<file path="config.mk">
export PLATFORM = sky130hd
export DESIGN_NAME = seven_segment_reader
export DESIGN_NICKNAME = d
export VERILOG_FILES = /design/src/rtl/seg_reader_pkg.sv /design/src/rtl/seg_pattern_decode.sv /design/src/rtl/seven_segment_reader.sv
export SDC_FILE = /design/constraint.sdc
export NUM_CORES = 1
export LEC_CHECK = 0
export ABC_AREA = 1
export BUFFER_PORTS_ARGS = -buffer_cell sky130_fd_sc_hd__clkbuf_2
export CORE_ASPECT_RATIO = 0.8
export CORE_MARGIN = 5
export CORE_UTILIZATION = 59
export CTS_BUF_LIST = sky130_fd_sc_hd__clkbuf_8
export DETAILED_ROUTE_END_ITERATION = 10
export GPL_TIMING_DRIVEN = 1
export HOLD_SLACK_MARGIN = 0.05
export PLACE_DENSITY = 0.85
export SYNTH_ARGS = -nofsm -noshare
export SYNTH_HDL_FRONTEND = slang
export SYNTH_SLANG_ARGS = --single-unit
</file>
<file path="constraint.sdc">
create_clock -name clk -period 3.2 [get_ports clk]
set_clock_uncertainty 0.05 [all_clocks]
set_input_delay 0.48 -clock clk [delete_from_list [all_inputs] [get_ports clk]]
set_output_delay 0.48 -clock clk [all_outputs]
set_load 0.01 [all_outputs]
</file>
<file path="src/rtl/seg_reader_pkg.sv">
// Shared constants for the seven-segment glyph reader: glyph geometry, sample
// points, segment patterns (bit order gfedcba) and the FSM state type.
package seg_reader_pkg;

  localparam logic [9:0] GLYPH_W = 10'd80;
  localparam logic [9:0] GLYPH_H = 10'd140;

  localparam int NUM_SEG = 7;
  localparam int NUM_PTS = 9;

  localparam logic [9:0] SEG_A_X = 10'd40, SEG_A_Y = 10'd10;
  localparam logic [9:0] SEG_B_X = 10'd70, SEG_B_Y = 10'd40;
  localparam logic [9:0] SEG_C_X = 10'd70, SEG_C_Y = 10'd100;
  localparam logic [9:0] SEG_D_X = 10'd40, SEG_D_Y = 10'd130;
  localparam logic [9:0] SEG_E_X = 10'd10, SEG_E_Y = 10'd100;
  localparam logic [9:0] SEG_F_X = 10'd10, SEG_F_Y = 10'd40;
  localparam logic [9:0] SEG_G_X = 10'd40, SEG_G_Y = 10'd70;
  localparam logic [9:0] HOLE_U_X = 10'd40, HOLE_U_Y = 10'd40;
  localparam logic [9:0] HOLE_L_X = 10'd40, HOLE_L_Y = 10'd100;

  // Index 0..6 = segments a..g, 7/8 = upper/lower hole.
  localparam logic [NUM_PTS-1:0][9:0] PT_X = {HOLE_L_X, HOLE_U_X, SEG_G_X, SEG_F_X,
                                              SEG_E_X, SEG_D_X, SEG_C_X, SEG_B_X, SEG_A_X};
  localparam logic [NUM_PTS-1:0][9:0] PT_Y = {HOLE_L_Y, HOLE_U_Y, SEG_G_Y, SEG_F_Y,
                                              SEG_E_Y, SEG_D_Y, SEG_C_Y, SEG_B_Y, SEG_A_Y};

  localparam logic [3:0] CODE_FAIL = 4'd10;
  localparam logic [3:0] CODE_NONE = 4'hF;

  typedef enum logic [1:0] {S_IDLE, S_SCAN, S_DECIDE} state_e;

  localparam logic [6:0] PAT_0    = 7'b0111111;
  localparam logic [6:0] PAT_1    = 7'b0000110;
  localparam logic [6:0] PAT_2    = 7'b1011011;
  localparam logic [6:0] PAT_3    = 7'b1001111;
  localparam logic [6:0] PAT_4    = 7'b1100110;
  localparam logic [6:0] PAT_5    = 7'b1101101;
  localparam logic [6:0] PAT_6    = 7'b1111101;
  localparam logic [6:0] PAT_7    = 7'b0000111;
  localparam logic [6:0] PAT_8    = 7'b1111111;
  localparam logic [6:0] PAT_9    = 7'b1101111;
  localparam logic [6:0] PAT_FAIL = 7'b1110001;

endpackage

</file>
<file path="src/rtl/seg_pattern_decode.sv">
// Combinational segment-pattern to glyph-code lookup; unknown patterns or a lit
// hole yield CODE_NONE with err_o set.
module seg_pattern_decode
  import seg_reader_pkg::*;
(
  input  logic [NUM_SEG-1:0] pattern_i,
  input  logic               hole_i,
  output logic [3:0]         code_o,
  output logic               err_o
);

  // The SUCCESS glyph shares the 5 pattern, so code 11 is unreachable.
  always_comb begin
    code_o = CODE_NONE;
    err_o  = 1'b1;
    if (!hole_i) begin
      err_o = 1'b0;
      case (pattern_i)
        PAT_0:    code_o = 4'd0;
        PAT_1:    code_o = 4'd1;
        PAT_2:    code_o = 4'd2;
        PAT_3:    code_o = 4'd3;
        PAT_4:    code_o = 4'd4;
        PAT_5:    code_o = 4'd5;
        PAT_6:    code_o = 4'd6;
        PAT_7:    code_o = 4'd7;
        PAT_8:    code_o = 4'd8;
        PAT_9:    code_o = 4'd9;
        PAT_FAIL: code_o = CODE_FAIL;
        default: begin
          code_o = CODE_NONE;
          err_o  = 1'b1;
        end
      endcase
    end
  end

endmodule

</file>
<file path="src/rtl/seven_segment_reader.sv">
// Samples a seven-segment glyph out of a pixel raster once per frame and reports
// its code plus a stability flag. SEG_READER_MAJORITY_EN selects 3-pixel majority sampling.
module seven_segment_reader
  import seg_reader_pkg::*;
#(
  parameter logic [9:0] X0            = 10'd0,
  parameter logic [9:0] Y0            = 10'd0,
  parameter logic [3:0] STABLE_FRAMES = 4'd3
) (
  input  logic       clk,
  input  logic       rst_n,
  input  logic       frame_start,
  input  logic       de,
  input  logic [9:0] sx,
  input  logic [9:0] sy,
  input  logic       pixel_in,
  output logic [3:0] number,
  output logic       number_valid,
  output logic       error,
  output logic       stable
);

  state_e               state_q;
  logic [NUM_PTS-1:0]   bits_q;
  logic [3:0]           number_q, cnt_q, cnt_d;
  logic                 error_q, valid_q, stable_q;
  logic [9:0]           dx, dy;
  logic                 in_range, bottom;
  logic [NUM_PTS-1:0]   hit;
  logic [3:0]           dec_code;
  logic                 dec_err;
`ifdef SEG_READER_MAJORITY_EN
  logic [NUM_PTS-1:0][1:0] win_q;
`endif

  assign dx       = sx - X0;
  assign dy       = sy - Y0;
  // Guarding on sx/sy before the subtraction keeps wrapped offsets from aliasing.
  assign in_range = (sx >= X0) && (sy >= Y0) && (dx < GLYPH_W) && (dy < GLYPH_H);
  assign bottom   = ({1'b0, sy} >= ({1'b0, Y0} + {1'b0, GLYPH_H}));

  for (genvar p = 0; p < NUM_PTS; p++) begin : g_pt
`ifdef SEG_READER_MAJORITY_EN
    assign hit[p] = in_range && (dy == PT_Y[p]) &&
                    ((dx == PT_X[p] - 10'd1) || (dx == PT_X[p]) || (dx == PT_X[p] + 10'd1));
`else
    assign hit[p] = in_range && (dy == PT_Y[p]) && (dx == PT_X[p]);
`endif
  end

  seg_pattern_decode u_dec (
    .pattern_i (bits_q[NUM_SEG-1:0]),
    .hole_i    (|bits_q[NUM_PTS-1:NUM_SEG]),
    .code_o    (dec_code),
    .err_o     (dec_err)
  );

  always_comb begin
    cnt_d = 4'd0;
    if (!dec_err) begin
      if (!error_q && (dec_code == number_q))
        cnt_d = (cnt_q == 4'hF) ? cnt_q : cnt_q + 4'd1;
      else
        cnt_d = 4'd1;
    end
  end

  always_ff @(posedge clk or negedge rst_n) begin
    if (!rst_n) begin
      state_q  <= S_IDLE;
      bits_q   <= '0;
      number_q <= CODE_NONE;
      error_q  <= 1'b0;
      valid_q  <= 1'b0;
      cnt_q    <= 4'd0;
      stable_q <= 1'b0;
`ifdef SEG_READER_MAJORITY_EN
      win_q    <= '0;
`endif
    end else begin
      valid_q <= 1'b0;
      if (state_q == S_DECIDE) begin
        number_q <= dec_code;
        error_q  <= dec_err;
        valid_q  <= 1'b1;
        cnt_q    <= cnt_d;
        stable_q <= (cnt_d >= STABLE_FRAMES);
      end
      if ((state_q == S_SCAN) && frame_start) begin
        number_q <= CODE_NONE;
        error_q  <= 1'b1;
        valid_q  <= 1'b1;
        cnt_q    <= 4'd0;
        stable_q <= (STABLE_FRAMES == 4'd0);
      end
      // Any frame_start lands in SCAN with fresh bits, whatever the current state.
      if (frame_start) begin
        state_q <= S_SCAN;
        bits_q  <= '0;
`ifdef SEG_READER_MAJORITY_EN
        win_q   <= '0;
`endif
      end else begin
        case (state_q)
          S_SCAN: begin
            if (de) begin
              if (bottom) state_q <= S_DECIDE;
              for (int p = 0; p < NUM_PTS; p++) begin
                if (hit[p]) begin
`ifdef SEG_READER_MAJORITY_EN
                  if (pixel_in) begin
                    win_q[p] <= win_q[p] + 2'd1;
                    if (win_q[p] != 2'd0) bits_q[p] <= 1'b1;
                  end
`else
                  bits_q[p] <= pixel_in;
`endif
                end
              end
            end
          end
          S_DECIDE: state_q <= S_IDLE;
          default:  state_q <= S_IDLE;
        endcase
      end
    end
  end

  assign number       = number_q;
  assign number_valid = valid_q;
  assign error        = error_q;
  assign stable       = stable_q;

endmodule

</file>
==> out/metrics.csv, run 1 <==
stage,metric,value,unit
run_status,status,"complete, no violations",
cts,worst skew pair latency,0.26,ns
cts,clock transition at the registers of the reported paths,0.08,ns
worst_setup_path,WS Path Type,reg2reg,
worst_setup_path,crit-path leading delay family,simple AND/OR/NAND/NOR gates,
routing,via count,1655,
finish,final core occ,70.4,%
routing,DRT iter0 DRCs,64,
worst_setup_path,R2R Setup Slk,1.14,ns
placement,PortBufs,31,
pwr,Power Dens Cells,319,nW/um^2
floorplanning,Starting Density,60.2,%
synthesis,Yosys warnings,0,
placement,GP Congestion,0.868,
timing,Max Clock Freq,0.485,GHz
worst_setup_path,WP data arrival,2.15,ns
global_route,vias in the first global route,1571,
finish,ant diodes,0,
run,Max Cap Viol,0,
floorplanning,top-level I/O count,32,
cts,post-CTS setup buffers,0,
finish,# nets final,311,
timing,Final setup viols,0,
timing,RSZ-0062 raised after global routing,false,
synthesis,Synth cell types,28,
cts,number of CTS-inserted buffers,3,
worst_setup_path,Critical Path RT,3.29,ns
routing,routed length per instance,11.0,um
floorplanning,Die Ht,56.8,um
floorplanning,Core ar.,2680,um^2
timing,Worst-Margin Slew,0.622,ns
finish,area grow syn2layout,17.0,%
pwr,VDD IR max,0.312,mV
floorplanning,Die Area,3890,um^2
worst_setup_path,cell chain of the critical path,"inv_1, nand2_2, nor2_1, nand2_1, nand3_1, nor2_2, nor2_1, o21ai_1, nor2_1, nand2_1, o21ai_1, o21ai_0",
global_route,largest net degree at the start of global routing,23,
worst_setup_path,CP Capture Type,register,
finish,share of cells above drive strength 1,21.8,%
cts,CTS root buf,clkbuf_8,
timing,Setup TNS,0,ns
routing,drt drc,0,
timing,min Tclk post-route,2.06,ns
cts,Post-CTS Resized,0,
global_route,first-pass GRT wire length,6.34,mm
timing,Final Cycle Share,64.4,%
timing,Final Slew Violations,0,
pwr,Net Sw Frac,21.7,%
cts,H-tree depth,1,
synthesis,Mapped Nets,275,
routing,routed wire length,3.55,mm
global_route,initial antenna violation count,0,
floorplanning,Die X-Extent,68.5,um
floorplanning,FP Rows,17,
worst_setup_path,"slowest stage delay, CP",0.41,ns
cts,CTS tree,yes,
placement,post-DP HPWL,2.91,mm
synthesis,Post-Synthesis Cell Area,1610,um^2
worst_setup_path,CP most frequent cell,nor2_1,
worst_setup_path,nature of the critical path startpoint,register,
finish,most frequent cells in the layout,"nand2_1, inv_1, nor2_1, clkbuf_2, nand3_1",
routing,DRT Pass-1 Iters,4,
timing,Final Hold Viols,0,
synthesis,Mapped Cells,249,
pwr,Lkg Pwr,0.966,nW
global_route,total grt overflow,0,
cts,CTS Sinks,22,
pwr,Seq pwr share,47.4,%
global_route,Total GRT Usage,20.7,%
pwr,sw power,131,uW
pwr,power share of the clock group,42.5,%
worst_setup_path,Buf/Inv on CP,1,
synthesis,#FFs+latches synth,22,
routing,vias per inst,5.14,
finish,"most common cell after layout, fill and taps aside",nand2_1,
worst_setup_path,slowest stage cell on the critical path,dfrtp_1,
cts,hold_buf cts,0,
pwr,Comb pwr share,10.1,%
synthesis,register area share after synthesis,34.4,%
worst_setup_path,Critical Path Fanout Max,3,
cts,Clock Tree Buf Depth,2,
timing,relative slew slack,58.2,%
routing,Final ANT Viol Nets,0,
min_path,Hold Crit Class,in2async,
synthesis,syn avg cell area,6.48,um^2
pwr,Internal Pwr Total,472,uW
Yosys cell counts:
cell	count	share of area, %
a21oi_1	5	1.6
a21oi_2	1	0.54
a22oi_1	1	0.47
and3_1	1	0.39
dfrtp_1	18	28
dfstp_2	4	6.5
ha_1	1	0.78
inv_1	38	8.8
inv_2	1	0.23
nand2_1	60	14
nand2_2	8	3.1
nand2_4	1	0.70
nand3_1	28	8.7
nand3b_1	2	0.93
nand4_1	6	2.3
nor2_1	34	7.9
nor2_2	8	3.1
nor3_1	6	1.9
nor3_2	1	0.62
nor4_1	1	0.39
nor4_2	1	0.78
o211ai_1	1	0.47
o21ai_0	12	3.7
o21ai_1	3	0.93
o31a_1	1	0.54
o31ai_1	3	1.4
or2_2	2	0.78
xor2_1	1	0.54
sequential cells by signal, summed over array words and instances (netlist names):
register	count
bits_q	9
cnt_q	4
error	1
number	4
number_valid	1
stable	1
state_q	2
per-layer routing:
layer | GRT usage [%] | vias to the layer above | routed length [um]
met3 | 3.60 | 2 | 192
met5 | 0 | - | 0
met1 | 30.8 | 732 | 1770
li1 | - | 875 | -
met4 | 4.53 | 0 | 23
met2 | 31.0 | 46 | 1570
logic make-up (layout without fill, tap and decap cells):
group                    count (synthesis)  after routing  synth area share [%]
AO/OA/AOI/OAI                           27             27                  9.62
XOR/XNOR                                 1              1                 0.543
adder cells (fa/ha/maj)                  1              1                 0.776
buffers and inverters                   39             74                  9.08
flip-flops                              22             22                  34.4
AND/OR/NAND/NOR                        159            159                  45.5
metrics by stage:
stage | area (um^2) | setup WS (ns) | std cells | power [mW] | hold slack [ns]
2_1_floorplan | 1610 | 1.42 | 249 | 0.318 | 0.134
3_3_place_gp | 1820 | 1.20 | 318 | 0.351 | 0.432
3_5_place_dp | 1820 | 1.14 | 318 | 0.352 | 0.435
4_1_cts | 1890 | 1.19 | 322 | 0.610 | 0.145
5_1_grt | 1890 | 0.925 | 322 | 0.633 | 0.178
6_report | 1890 | 1.14 | 322 | 0.602 | 0.133
power groups by stage:
stage	Combinational, mW	Clock (mW)	Sequential (mW)
floorplan	0.0269	0	0.291
global placement	0.0602	0	0.290
detailed placement	0.0613	0	0.291
CTS	0.0614	0.263	0.285
global route	0.0700	0.277	0.286
finish	0.0608	0.256	0.285
final timing paths:
path / start / depth (start not counted) / to
setup / recovery: bits_q[5] / 12 / cnt_q[0]
hold / removal: rst_n / 1 / stable
setup reg to reg: bits_q[5] / 12 / cnt_q[0]
hold reg to reg: number[3] / 2 / number[3]
max in group asynchronous: rst_n / 1 / number[3]
min in group clk: frame_start / 2 / state_q[1]
worst register-to-register path, delay by kind of cell (launching register included):
kind	cells	cell delay, ns
and+or+nand+nor	8	0.98
AOI/OAI and AO/OA	3	0.38
buffers and inverters	1	0.13
DFF	1	0.41
layout make-up:
type | count | area (um^2)
clock inverter | 1 | 30.0
inverter | 39 | 146
sequential | 22 | 556
clock buffer | 3 | 41.3
tap | 38 | 47.5
timing repair buffer | 31 | 155
fill | 244 | 793
multi-input combinational | 188 | 911
Power figures use the tool's default switching activity.
==> run 2, diff against run 1 <==
Settings changed: ABC_AREA 1 to 0, CORE_UTILIZATION 59 to 56, PLACE_DENSITY 0.85 to 0.81.
Clock period 3.2 ns to 2.05 ns, I/O delays scaled along.
==> run 2 against run 1 <==
Net effect: clock power up 23%; global-route usage up 3.1 points; largest power group unchanged; highest routed layer unchanged; core utilization up 10 points; critical path type unchanged; cell count down 13%; combinational power up 42%; critical endpoint is now cnt_q[2]; hold slack better by 0.11 ns; the run now ends with negative setup slack left; total power up 40%; critical path depth down 5.
==> out/metrics.csv, run 2 <==
stage,metric,value,unit
finish,"non-filler cells, final",280,
timing,relative slew slack,62.0,%
finish,most frequent cells in the layout,"clkbuf_2, buf_4, nor2_1, nand2_1, dfrtp_1",
pwr,Lkg Pwr,0.897,nW
worst_setup_path,crit-path leading delay family,compound AO/OA/AOI/OAI gates,
global_route,largest net degree at the start of global routing,23,
synthesis,Post-Synthesis Cell Area,1550,um^2
min_path,Hold Crit Class,in2reg,
cts,CTS root buf,clkbuf_8,
cts,number of CTS-inserted buffers,3,
floorplanning,Starting Density,57.5,%
synthesis,Mapped Nets,203,
finish,Multi-input gate area,1040,um^2
finish,fill count,169,
worst_setup_path,"slowest stage delay, CP",0.60,ns
timing,Max Clock Freq,0.425,GHz
run_status,failing checks,negative setup slack,
synthesis,Post-synth top cells,"nor2_1, nand2_1, dfrtp_1, o21ai_0, a21oi_1",
routing,DRT Pass-1 Iters,5,
timing,Worst-Margin Slew,0.570,ns
synthesis,"FFs w/ async S/R, synth",100,%
routing,vias per inst,6.31,
run,Max Cap Viol,0,
synthesis,Mapped Cells,177,
finish,final core occ,80.4,%
synthesis,Synth cell types,56,
timing,Final Cycle Share,115,%
cts,clock transition at the registers of the reported paths,0.08,ns
synthesis,Synth top area share,29.0,%
timing,Setup TNS,-1.74,ns
routing,drt drc,0,
floorplanning,Die X-Extent,68.9,um
synthesis,most numerous cell in the Yosys netlist,nor2_1,
finish,area grow syn2layout,39.9,%
global_route,total grt overflow,0,
worst_setup_path,Critical Path Fanout Max,7,
finish,ant diodes,0,
finish,# nets final,269,
worst_setup_path,cell chain of the critical path,"or4b_4, o22a_4, o21ai_4, a211o_1, nand3_4, a41o_1, a21boi_2",
pwr,Total Power,844,uW
placement,placed cells,264,
min_path,hold_sp,de,
synthesis,Most used DFF post-synth,dfrtp_1,
synthesis,"EDFF count, synth",0,
finish,Reg with most FFs,bits_q,
routing,routed length per instance,17.7,um
finish,number of flip-flops in the largest register,9,
synthesis,leading area contributor after synthesis,dfrtp_1,
pwr,VDD IR max,0.549,mV
synthesis,syn avg cell area,8.77,um^2
finish,"most common cell after layout, fill and taps aside",clkbuf_2,
finish,area occupied by registers,557,um^2
timing,Final Slew Violations,0,
run_status,status,"finished, violations left",
timing,Final setup viols,8,
worst_setup_path,slowest stage cell on the critical path,or4b_4,
worst_setup_path,CP Capture Type,register,
placement,Post-DP Area,1900,um^2
worst_setup_path,Critical Path RT,2.14,ns
floorplanning,Core ar.,2700,um^2
cts,worst skew pair latency,0.27,ns
finish,share of cells above drive strength 1,41.3,%
floorplanning,Die Area,3930,um^2
worst_setup_path,WP data arrival,2.44,ns
worst_setup_path,Reg-to-Reg Start,bits_q[5],
routing,via count,1766,
timing,Final WS setup,-0.303,ns
worst_setup_path,WS Path Type,reg2reg,
floorplanning,top-level I/O count,32,
placement,GP Congestion,0.932,
worst_setup_path,Buf/Inv on CP,0,
worst_setup_path,CP startpoint,bits_q[5],
timing,Final Hold Viols,0,
routing,routed wire length,4.96,mm
placement,post-DP HPWL,3.13,mm
cts,CTS tree,yes,
cts,CTS Sinks,22,
global_route,initial antenna violation count,0,
cts,Clock Tree Buf Depth,2,
synthesis,Yosys warnings,0,
global_route,vias in the first global route,1589,
pwr,Power Dens Cells,389,nW/um^2
floorplanning,FP Rows,17,
cts,H-tree depth,1,
routing,Final ANT Viol Nets,0,
routing,DRT iter0 DRCs,164,
synthesis,#FFs+latches synth,22,
finish,post-route cell area,2170,um^2
synthesis,largest cells by area after synthesis,"dfrtp_1, dfstp_2, nor2_1, nand2_1, o21ai_0",
global_route,first-pass GRT wire length,7.21,mm
synthesis,register area share after synthesis,35.8,%
floorplanning,Die Ht,57.1,um
timing,RSZ-0062 raised after global routing,true,
worst_setup_path,nature of the critical path startpoint,register,
timing,min Tclk post-route,2.35,ns
placement,PortBufs,31,
global_route,Total GRT Usage,23.8,%
-- run 2: cell types whose count changed in the layout (fill, tap and decap cells not counted), sizes merged, moves of 19 or more --
cell   delta
buf      +34
nor2     -19
nand3    -21
nand2    -50
inv      -31
-- run 2: report_power, final --
group          total, mW  internal, mW  switching [mW]  leakage [nW]
logic             0.0865        0.0366          0.0499         0.586
clock network      0.316         0.171           0.144        0.0288
registers          0.442         0.439         0.00290         0.282
total              0.844         0.647           0.197         0.897
-- run 2: logic make-up (layout without fill, tap and decap cells) --
group | after synthesis | after routing | share of synthesized area [%]
DFF | 22 | 22 | 35.8
AOI/OAI and AO/OA | 50 | 50 | 24.3
xor gates and xnor gates | 3 | 3 | 2.90
adders and majority gates | 1 | 1 | 0.806
and+or+nand+nor | 84 | 84 | 29.8
muxes | 4 | 4 | 2.58
buffers and inverters | 13 | 78 | 3.87
-- run 2: routing by layer --
layer / global-route usage (%) / wire, um
met2: 37.0 / 2490
met5: 0 / 0
met4: 8.06 / 146
met3: 5.31 / 355
met1: 32.6 / 1970
-- run 2: cell type report --
type | count | area share [%]
Timing Repair Buffer | 66 | 20.2
Inverter | 8 | 1.38
Clock buffer | 4 | 2.53
Multi-Input combinational cell | 142 | 48.0
Sequential cell | 22 | 25.6
Tap cell | 38 | 2.19
-- run 2: through the flow --
| step | setup WS [ns] | hold WS (ns) |
|---|---|---|
| final | -0.303 | 0.238 |
| after global routing | -0.361 | 0.238 |
| after floorplan | -0.138 | -0.0381 |
| after CTS | -0.243 | 0.238 |
| after global placement | -0.175 | 0.258 |
| after detailed placement | -0.248 | 0.275 |
-- run 2: what timing repair did --
action | CTS | global route
hold buffers | 1 | 0
setup buffers | 5 | 6
pin swaps | 10 | 13
endpoints found under the hold margin | 18 | 0
setup endpoints to repair | 6 | 14
resized for setup | 11 | 16
-- run 2: tightest hold or removal path, delay by kind of cell --
family	cells	cell delay, ns
buffers and inverters	1	0.08
and+or+nand+nor	2	0.12
-- run 2: worst paths after layout --
path / to / slack, ns / cells past startpoint
hold / removal: state_q[1] / 0.24 / 3
hold reg to reg: number[1] / 0.49 / 1
setup / recovery: cnt_q[2] / -0.30 / 7
min in group asynchronous: cnt_q[1] / 0.51 / 2
max in group asynchronous: bits_q[3] / 1.04 / 2
setup reg to reg: cnt_q[2] / -0.30 / 7
